--- src/rtl/io_pkg.sv ---
`default_nettype none
// ============================================================================
// Module      : io_pkg
// Description : Service codes and debounce state encoding shared by the CPU
//               I/O path (responder and routing block).
// Revision    : 1.0 - initial release
// ============================================================================
package io_pkg;

    localparam logic [2:0] SEL_CONFIRM  = 3'd0;
    localparam logic [2:0] SEL_DATA     = 3'd1;
    localparam logic [2:0] SEL_INDEX    = 3'd2;
    localparam logic [2:0] SEL_DATA_ALT = 3'd3;
    localparam logic [2:0] SEL_LED      = 3'd4;

    typedef enum logic [1:0] {
        ST_RELEASED     = 2'd0,
        ST_PRESS_WAIT   = 2'd1,
        ST_PRESSED      = 2'd2,
        ST_RELEASE_WAIT = 2'd3
    } deb_state_t;

    // Both data service codes consume the pending confirm flag.
    function automatic logic is_data_sel(input logic [2:0] s);
        return (s == SEL_DATA) || (s == SEL_DATA_ALT);
    endfunction

endpackage
`default_nettype wire

--- src/rtl/button_debounce.sv ---
`default_nettype none
// ============================================================================
// Module      : button_debounce
// Description : 2-flop synchronizer plus press/release debounce FSM; emits a
//               single accept pulse per debounced press and a debounced level.
// Revision    : 1.0 - initial release
// ============================================================================
module button_debounce
    import io_pkg::*;
#(
    parameter int DEBOUNCE_CYCLES = 2_000_000,
    parameter int CNT_W           = $clog2(DEBOUNCE_CYCLES + 1)
) (
    input  logic clk,
    input  logic rst,
    input  logic i_btn,
    output logic o_accept,
    output logic o_level
);

    localparam logic [CNT_W-1:0] C_CNT_LAST = CNT_W'(DEBOUNCE_CYCLES - 1);

    logic [1:0]       r_sync;
    deb_state_t       r_state;
    deb_state_t       w_state_nxt;
    logic [CNT_W-1:0] r_cnt;
    logic [CNT_W-1:0] w_cnt_nxt;
    logic [CNT_W-1:0] w_cnt_inc;
    logic             w_btn;
    logic             w_at_last;
    logic             w_accept;

    assign w_btn     = r_sync[1];
    assign w_at_last = (r_cnt == C_CNT_LAST);
    // Saturating increment: the counter never wraps back to zero.
    assign w_cnt_inc = w_at_last ? r_cnt : r_cnt + CNT_W'(1);

    always_ff @(posedge clk or posedge rst) begin
        if (rst) begin
            r_sync  <= 2'b00;
            r_state <= ST_RELEASED;
            r_cnt   <= '0;
        end else begin
            r_sync  <= {r_sync[0], i_btn};
            r_state <= w_state_nxt;
            r_cnt   <= w_cnt_nxt;
        end
    end

    always_comb begin
        w_state_nxt = r_state;
        w_cnt_nxt   = r_cnt;
        w_accept    = 1'b0;
        case (r_state)
            ST_RELEASED: begin
                if (w_btn) begin
                    w_state_nxt = ST_PRESS_WAIT;
                    w_cnt_nxt   = '0;
                end
            end
            ST_PRESS_WAIT: begin
                if (!w_btn) begin
                    w_state_nxt = ST_RELEASED;
                    w_cnt_nxt   = '0;
                end else if (w_at_last) begin
                    w_state_nxt = ST_PRESSED;
                    w_cnt_nxt   = '0;
                    w_accept    = 1'b1;
                end else begin
                    w_cnt_nxt   = w_cnt_inc;
                end
            end
            ST_PRESSED: begin
                if (!w_btn) begin
                    w_state_nxt = ST_RELEASE_WAIT;
                    w_cnt_nxt   = '0;
                end
            end
            ST_RELEASE_WAIT: begin
                // A bounce back to 1 resumes the press without a new accept.
                if (w_btn) begin
                    w_state_nxt = ST_PRESSED;
                    w_cnt_nxt   = '0;
                end else if (w_at_last) begin
                    w_state_nxt = ST_RELEASED;
                    w_cnt_nxt   = '0;
                end else begin
                    w_cnt_nxt   = w_cnt_inc;
                end
            end
            default: begin
                w_state_nxt = ST_RELEASED;
                w_cnt_nxt   = '0;
            end
        endcase
    end

    assign o_accept = w_accept;
    assign o_level  = (r_state == ST_PRESSED) || (r_state == ST_RELEASE_WAIT);

endmodule
`default_nettype wire

--- src/rtl/io_responder.sv ---
`default_nettype none
// ============================================================================
// Module      : io_responder
// Description : Peripheral end of the CPU I/O path: snapshots switches on each
//               debounced confirm press, exposes a pollable flag, drives LEDs.
// Revision    : 1.0 - initial release
// ============================================================================
module io_responder
    import io_pkg::*;
#(
    parameter int DEBOUNCE_CYCLES = 2_000_000,
    parameter int CNT_W           = $clog2(DEBOUNCE_CYCLES + 1)
) (
    input  logic        clk,
    input  logic        rst,
    input  logic        io_read,
    input  logic        io_write,
    input  logic        led_ctrl,
    input  logic [2:0]  sel,
    input  logic [31:0] wdata,
    input  logic [7:0]  switch_in,
    input  logic [2:0]  index_sw,
    input  logic        confirm_btn,
    output logic [7:0]  io_rdata,
    output logic        confirm_flag,
    output logic [2:0]  test_index,
    output logic [15:0] led_out
);

    logic [7:0]  r_sw_s1;
    logic [7:0]  r_sw_s2;
    logic [2:0]  r_idx_s1;
    logic [2:0]  r_idx_s2;
    logic [7:0]  r_data_latch;
    logic [2:0]  r_index_latch;
    logic        r_flag;
    logic [15:0] r_led;
    logic        w_accept;
    logic        w_btn_level;
    logic        w_unused;

    button_debounce #(
        .DEBOUNCE_CYCLES (DEBOUNCE_CYCLES),
        .CNT_W           (CNT_W)
    ) u_debounce (
        .clk      (clk),
        .rst      (rst),
        .i_btn    (confirm_btn),
        .o_accept (w_accept),
        .o_level  (w_btn_level)
    );

    assign w_unused = ^{wdata[31:16], w_btn_level};

    always_ff @(posedge clk or posedge rst) begin
        if (rst) begin
            r_sw_s1  <= 8'h00;
            r_sw_s2  <= 8'h00;
            r_idx_s1 <= 3'b000;
            r_idx_s2 <= 3'b000;
        end else begin
            r_sw_s1  <= switch_in;
            r_sw_s2  <= r_sw_s1;
            r_idx_s1 <= index_sw;
            r_idx_s2 <= r_idx_s1;
        end
    end

    // Accept has priority over a same-cycle data read clearing the flag.
    always_ff @(posedge clk or posedge rst) begin
        if (rst) begin
            r_data_latch  <= 8'h00;
            r_index_latch <= 3'b000;
            r_flag        <= 1'b0;
        end else if (w_accept) begin
            r_data_latch  <= r_sw_s2;
            r_index_latch <= r_idx_s2;
            r_flag        <= 1'b1;
        end else if (io_read && is_data_sel(sel)) begin
            r_flag        <= 1'b0;
        end
    end

    always_ff @(posedge clk or posedge rst) begin
        if (rst) begin
            r_led <= 16'h0000;
        end else if (io_write && led_ctrl && (sel == SEL_LED)) begin
            r_led <= wdata[15:0];
        end
    end

    assign io_rdata     = r_data_latch;
    assign test_index   = r_index_latch;
    assign confirm_flag = r_flag;
    assign led_out      = r_led;

endmodule
`default_nettype wire

--- config.mk ---
export PLATFORM = sky130hd
export DESIGN_NAME = io_responder
export DESIGN_NICKNAME = d
export VERILOG_FILES = /design/src/rtl/io_pkg.sv /design/src/rtl/button_debounce.sv /design/src/rtl/io_responder.sv
export SDC_FILE = /design/constraint.sdc
export NUM_CORES = 1
export LEC_CHECK = 0
export ABC_AREA = 1
export BUFFER_PORTS_ARGS = -buffer_cell sky130_fd_sc_hd__buf_4
export CORE_MARGIN = 8
export CORE_UTILIZATION = 50
export CTS_BUF_LIST = sky130_fd_sc_hd__clkbuf_8
export CTS_CLUSTER_SIZE = 12
export DETAILED_ROUTE_END_ITERATION = 8
export PLACE_DENSITY = 0.79
export SYNTH_ARGS = -nofsm -noshare
export SYNTH_HDL_FRONTEND = slang
export SYNTH_SLANG_ARGS = --single-unit
export TNS_END_PERCENT = 5
--- constraint.sdc ---
create_clock -name clk -period 2 [get_ports clk]
set_clock_uncertainty 0.1 [all_clocks]
set_input_delay 0.1 -clock clk [delete_from_list [all_inputs] [get_ports clk]]
set_output_delay 0.1 -clock clk [all_outputs]
set_load 0.02 [all_outputs]
# Word level (Yosys, flattened, before mapping)
# Cells that the tools add are included.
# totals
ff_bits	75
out_inout_bits	28
inputBits	52
# classes
muxes	18
addsub	1
n_eq_ne	11
reduce_logical	8
# ops
operator	count
2-to-1 mux 21 bit	5
one-hot mux 21 bit (4 select lines)	1
adder 21 x 1 -> 21 bit, second input constant	1
equality test 21 bit, second input constant	1
2-to-1 mux 2 bit	6
one-hot mux 2 bit (4 select lines)	1
2-to-1 mux 1 bit	5
equality test 2 bit, second input constant	2
AND reduction 4 bit	1
equality test 3 x 1 -> 1 bit, second input constant	1
equality test 3 x 2 -> 1 bit, second input constant	1
equality test 3 bit, second input constant	1
logical AND 1 bit	3
!= test 3 x 1 -> 1 bit, second input constant	1
!= test 3 bit, second input constant	1
equality test 2 x 1 -> 1 bit, second input constant	1
zero test 2 bit	1
!= test 2 x 1 -> 1 bit, second input constant	1
!= test 2 bit, second input constant	1
AND reduction 2 bit	1
nonzero test 2 bit	1
logical OR 1 bit	1

# Depth between registers and ports, before layout
# depth
depth_word	5
mapped_depth	10
mapped_depth_nobuf	10

# Hierarchy
# A second synthesis with hierarchy kept.
# unflattened
hier_cells	375
hier_area_um2	3271.9
# by_module_without_submodules
module	cells_per_inst	n_inst	seq_area_each_um2	area_per_inst_um2
io_responder	146	1	1251.2	1672.9
button_debounce	229	1	625.6	1599.0

# Worst setup path after synthesis
# OpenSTA, ideal clock, no wires.
# synth_path
path_kind	register -> register
from	register u_debounce.r_cnt[0]
to	register u_debounce.r_cnt[2]
setup_ns	0.127
arrival_time_ns	1.293
stages_incl_launch_ff	10
period_less_slack_ns	1.520
slack_ns	0.480
n_path_buf	1
cell_sequence	dfrtp_1 -> ha_1 -> nand2_2 -> inv_2 -> nand2_4 -> nor2_8 -> nand3_2 -> nand2_4 -> buf_8 -> o21ai_0
# synth_between
elab_chain_cells	4
word_cells_on_any_way	6
classes_between	add/sub (1); eq/ne (1); mux (4)
# synth_lines
element	line_no	source
start: declaration	button_debounce.sv:26	logic [CNT_W-1:0] r_cnt;
start signal: assignment	button_debounce.sv:46	r_cnt <= w_cnt_nxt;
adder 21 x 1 -> 21 bit / equality test 21 bit (equally long branches)	button_debounce.sv:36, button_debounce.sv:34	
2-to-1 mux 21 bit *	button_debounce.sv:65, button_debounce.sv:84	
2-to-1 mux 21 bit (on tied branches)	button_debounce.sv:81, button_debounce.sv:62	
one-hot mux 21 bit (4 select lines) *	button_debounce.sv:54	case (r_state)
# Every way passes the cells marked *; elsewhere a longest branch is shown, timed or not.
# A chain may end at the register's enable or synchronous reset.

# Worst setup path after layout
# layout_path
from	register u_debounce.r_cnt[0]
to	register u_debounce.r_cnt[20]
# The elaborated chain is that of the path after synthesis.

==> results.tsv <==
metric	value	unit
outcome	finished, final reports clean	
clock power share	32.0	%
pin count of the biggest net entering global routing	37	
worst path bufs/invs	2	
Yosys top cell by area	dfrtp_1	
Tmin final	1850	ps
Crit Path Category	flop to flop	
Ant. Diodes	0	
Crit path largest cell delay	440	ps
later-pin clock latency in the skew report	350	ps
Net Count, Synth	386	
Max Fanout on Critical Path	18	
main combinational cell family by area after synthesis	simple AND/OR/NAND/NOR gates	
Worst Path Required	2130	ps
total CTS buffers	9	
relative slew slack	65.0	%
achievable frequency	540	MHz
WL/cell	14.3	um
reg2reg end	u_debounce.r_cnt[20]$_DFFE_PP0P_	
CTS root buffer	clkbuf_8	
Top FF cell, synth	dfrtp_1	
Critical Path End	u_debounce.r_cnt[20]$_DFFE_PP0P_	
final wirelength	7400	um
CP Launch Point	u_debounce.r_cnt[0]$_DFFE_PP0P_	
Flop pwr share	47.6	%
Final Hold Fails	0	
initial antenna violation count	0	
Hold/Removal Path Class	input port to async pin	
Max Slew Vio Count	0	
maximum clock insertion buffer count	2	
H-tree depth	3	
compound-cell area share of the yosys netlist	5.05	%
GR Overflow Total	0	
reg2reg start	u_debounce.r_cnt[0]$_DFFE_PP0P_	
clock transition at the registers of the reported paths	90	ps
Critical Path Sink Type	flop	
wire length of the first global-routing pass	11800	um
Post-Synth Adder-Cell Area	0.386	%
all-layer global routing usage	16.6	%
final worst path period share	92.7	%
P per Cell Area	856	nW/um^2
Layout Nets	488	
CP cell instances	ha_1 -> nand2_2 -> inv_2 -> nand2_4 -> nor2_8 -> nand3_2 -> nand2_4 -> inv_2 -> nand3_1 -> nand2_1	
Rows	29	
flops & latches, synth	75	
Antenna Nets Post-Route	0	
Initial Utilization	51.4	%
CTS tree	yes	
fraction of registers with async set/reset	100	%
router iterations before antenna repair	4	
Top delay family on crit path	simple AND/OR/NAND/NOR gates	
Power Total	3.69	mW
post-route setup TNS	0	ps
Comb pwr share	20.4	%
multiplexer share of the synthesized area	5.56	%
vias in the first global route	2566	
Yosys top cell area share	57.9	%
Starting DRT DRC Count	100	
Worst Path Arrival	1980	ps
Worst-Margin Slew	524	ps
register area share after synthesis	57.9	%
# port buffers	63	
Yosys warning total	0	
leakage	2.09	nW
Startpoint Class	flop	
R2R Setup Slk	150	ps
DPL Wire Length	5120	um
internal cell power	2.55	mW
Worst R2R Path Depth	10	
die height	96.5	um
switching part of the total power	30.8	%
core outline area	6310	sq um
synthesized cell area	3240	sq um
via count	2528	
Net Sw Power	1.13	mW
CP Depth	10	
non-filler cells, final	517	
simple-gate share of the synthesized area	22.2	%
leading post-synthesis cells by cell area	dfrtp_1, nand2_1, mux2_2	
Ports	80	
Final setup violation count	0	
DRC violations left	0	
post-synthesis average cell area	9.74	sq um
Die ar.	9320	sq um
EDFF count, synth	0	
fillers	446	
area growth from synthesis to layout	32.8	%
layout cells sized above 1	27.7	%
RSZ-0062 raised after global routing	no	
max-cap violation count	0	
gpl congestion	0.840	
CP max stage cell	dfrtp_1	
die outline width	96.5	um
cells after synthesis	333	
Post-Synth XOR/XNOR Area	2.70	%
CTS sink cnt	75	
Unique masters post-synth	28	
vias per cell	4.89	
placed cells	470	
Worst VDD drop	730	uV
what timing repair did:
item / in CTS / in global routing
hold buffers: 31 / 0
resized for setup: 0 / 0
buffers inserted: 0 / 0
endpoints found under the hold margin: 49 / 0
placed cells by master (no fill, tap or decap), drive strengths merged:
cell type,synthesis,routed
ha,1,1
nand4,4,4
o22ai,5,5
dlygate4sd3,0,31
clkinvlp,0,2
dfrtp,75,75
clkbuf,0,9
clkinv,0,2
nand3,17,17
xor2,8,8
xnor2,2,2
nand2,93,93
nor3,1,1
o21bai,1,1
inv,41,43
bufinv,0,1
a21oi,1,1
mux2,16,16
nor2,42,42
buf,5,65
o21ai,21,21
registers in the layout (all words and copies together), names as in the netlist, 2 cells and up, named ones only:
register,count
u_debounce.r_cnt,21
led_out,16
io_rdata,8
r_sw_s1,8
r_sw_s2,8
r_idx_s1,3
r_idx_s2,3
test_index,3
u_debounce.r_sync,2
through the flow:
stage	utilization, %	setup slack [ps]	hold slack [ps]	instance area (sq um)
global route	68.2	30.7	257	4310
floorplan	-	480	31.4	3250
global placement	60.1	256	70.2	3800
finish	68.2	147	237	4310
CTS	68.2	155	242	4310
detailed placement	60.1	194	69.2	3800
worst min path at each step:
stage                               from                               to  slack, ps  cells after the start
global route        r_sw_s1[3]$_DFF_PP0_             r_sw_s2[3]$_DFF_PP0_        260                      0
detailed placement                   rst  u_debounce.r_cnt[1]$_DFFE_PP0P_         70                      2
global placement                     rst  u_debounce.r_cnt[1]$_DFFE_PP0P_         70                      2
CTS                                  rst           led_out[7]$_DFFE_PP0P_        240                      3
finish                               rst  u_debounce.r_cnt[3]$_DFFE_PP0P_        240                      3
floorplan                    index_sw[0]            r_idx_s1[0]$_DFF_PP0_         30                      0
layer usage:
| layer | vias to the layer above | part of all wire, % | track usage, % |
|---|---|---|---|
| met1 | 1202 | 37 | 17.7 |
| met5 | - | 0 | 0 |
| met2 | 65 | 55 | 29.3 |
| met4 | 0 | 2.0 | 7.57 |
| li1 | 1249 | - | - |
| met3 | 12 | 5.7 | 5.18 |
power by group through the flow:
| stage | Clock, mW | Sequential [mW] | Combinational [mW] |
|---|---|---|---|
| after floorplan | 0 | 1.86 | 0.361 |
| after CTS | 1.20 | 1.75 | 0.761 |
| after global routing | 1.25 | 1.77 | 0.818 |
| after detailed placement | 0 | 1.78 | 0.710 |
| final | 1.18 | 1.76 | 0.752 |
| after global placement | 0 | 1.77 | 0.692 |
cell type report:
cell class | count | area (sq um) | area share (%)
sequential | 75 | 1880 | 43.6
clock inverter | 7 | 76.3 | 1.77
tap | 77 | 96.3 | 2.24
clock buffer | 9 | 124 | 2.88
multi-input combinational | 212 | 1160 | 27.0
inverter | 41 | 158 | 3.66
timing repair buffer | 96 | 811 | 18.8
logic make-up after synthesis:
group,count (synthesis)
mux,16
simple gates,157
flops,75
buf+inv,46
fa+ha+maj,1
compound gates,28
xor+xnor,10
cell usage after synthesis, types with 2 or more instances:
| cell | n |
|---|---|
| nand3_1 | 14 |
| nand2_4 | 2 |
| nor2_4 | 2 |
| nand2_1 | 85 |
| nand4_1 | 3 |
| nand2_2 | 6 |
| inv_1 | 37 |
| dfrtp_1 | 75 |
| o22ai_1 | 5 |
| xnor2_1 | 2 |
| inv_2 | 4 |
| mux2_2 | 16 |
| buf_6 | 2 |
| o21ai_0 | 8 |
| nor2_1 | 38 |
| xor2_1 | 8 |
| nand3_2 | 3 |
| buf_2 | 2 |
| o21ai_1 | 9 |
| o21ai_2 | 4 |
tightest hold or removal path, cell delays in order:
cell,delay (ps)
dlygate4sd3_1,530
buf_4,140
clkinvlp_4,360
(Power assumes the default switching activity.)
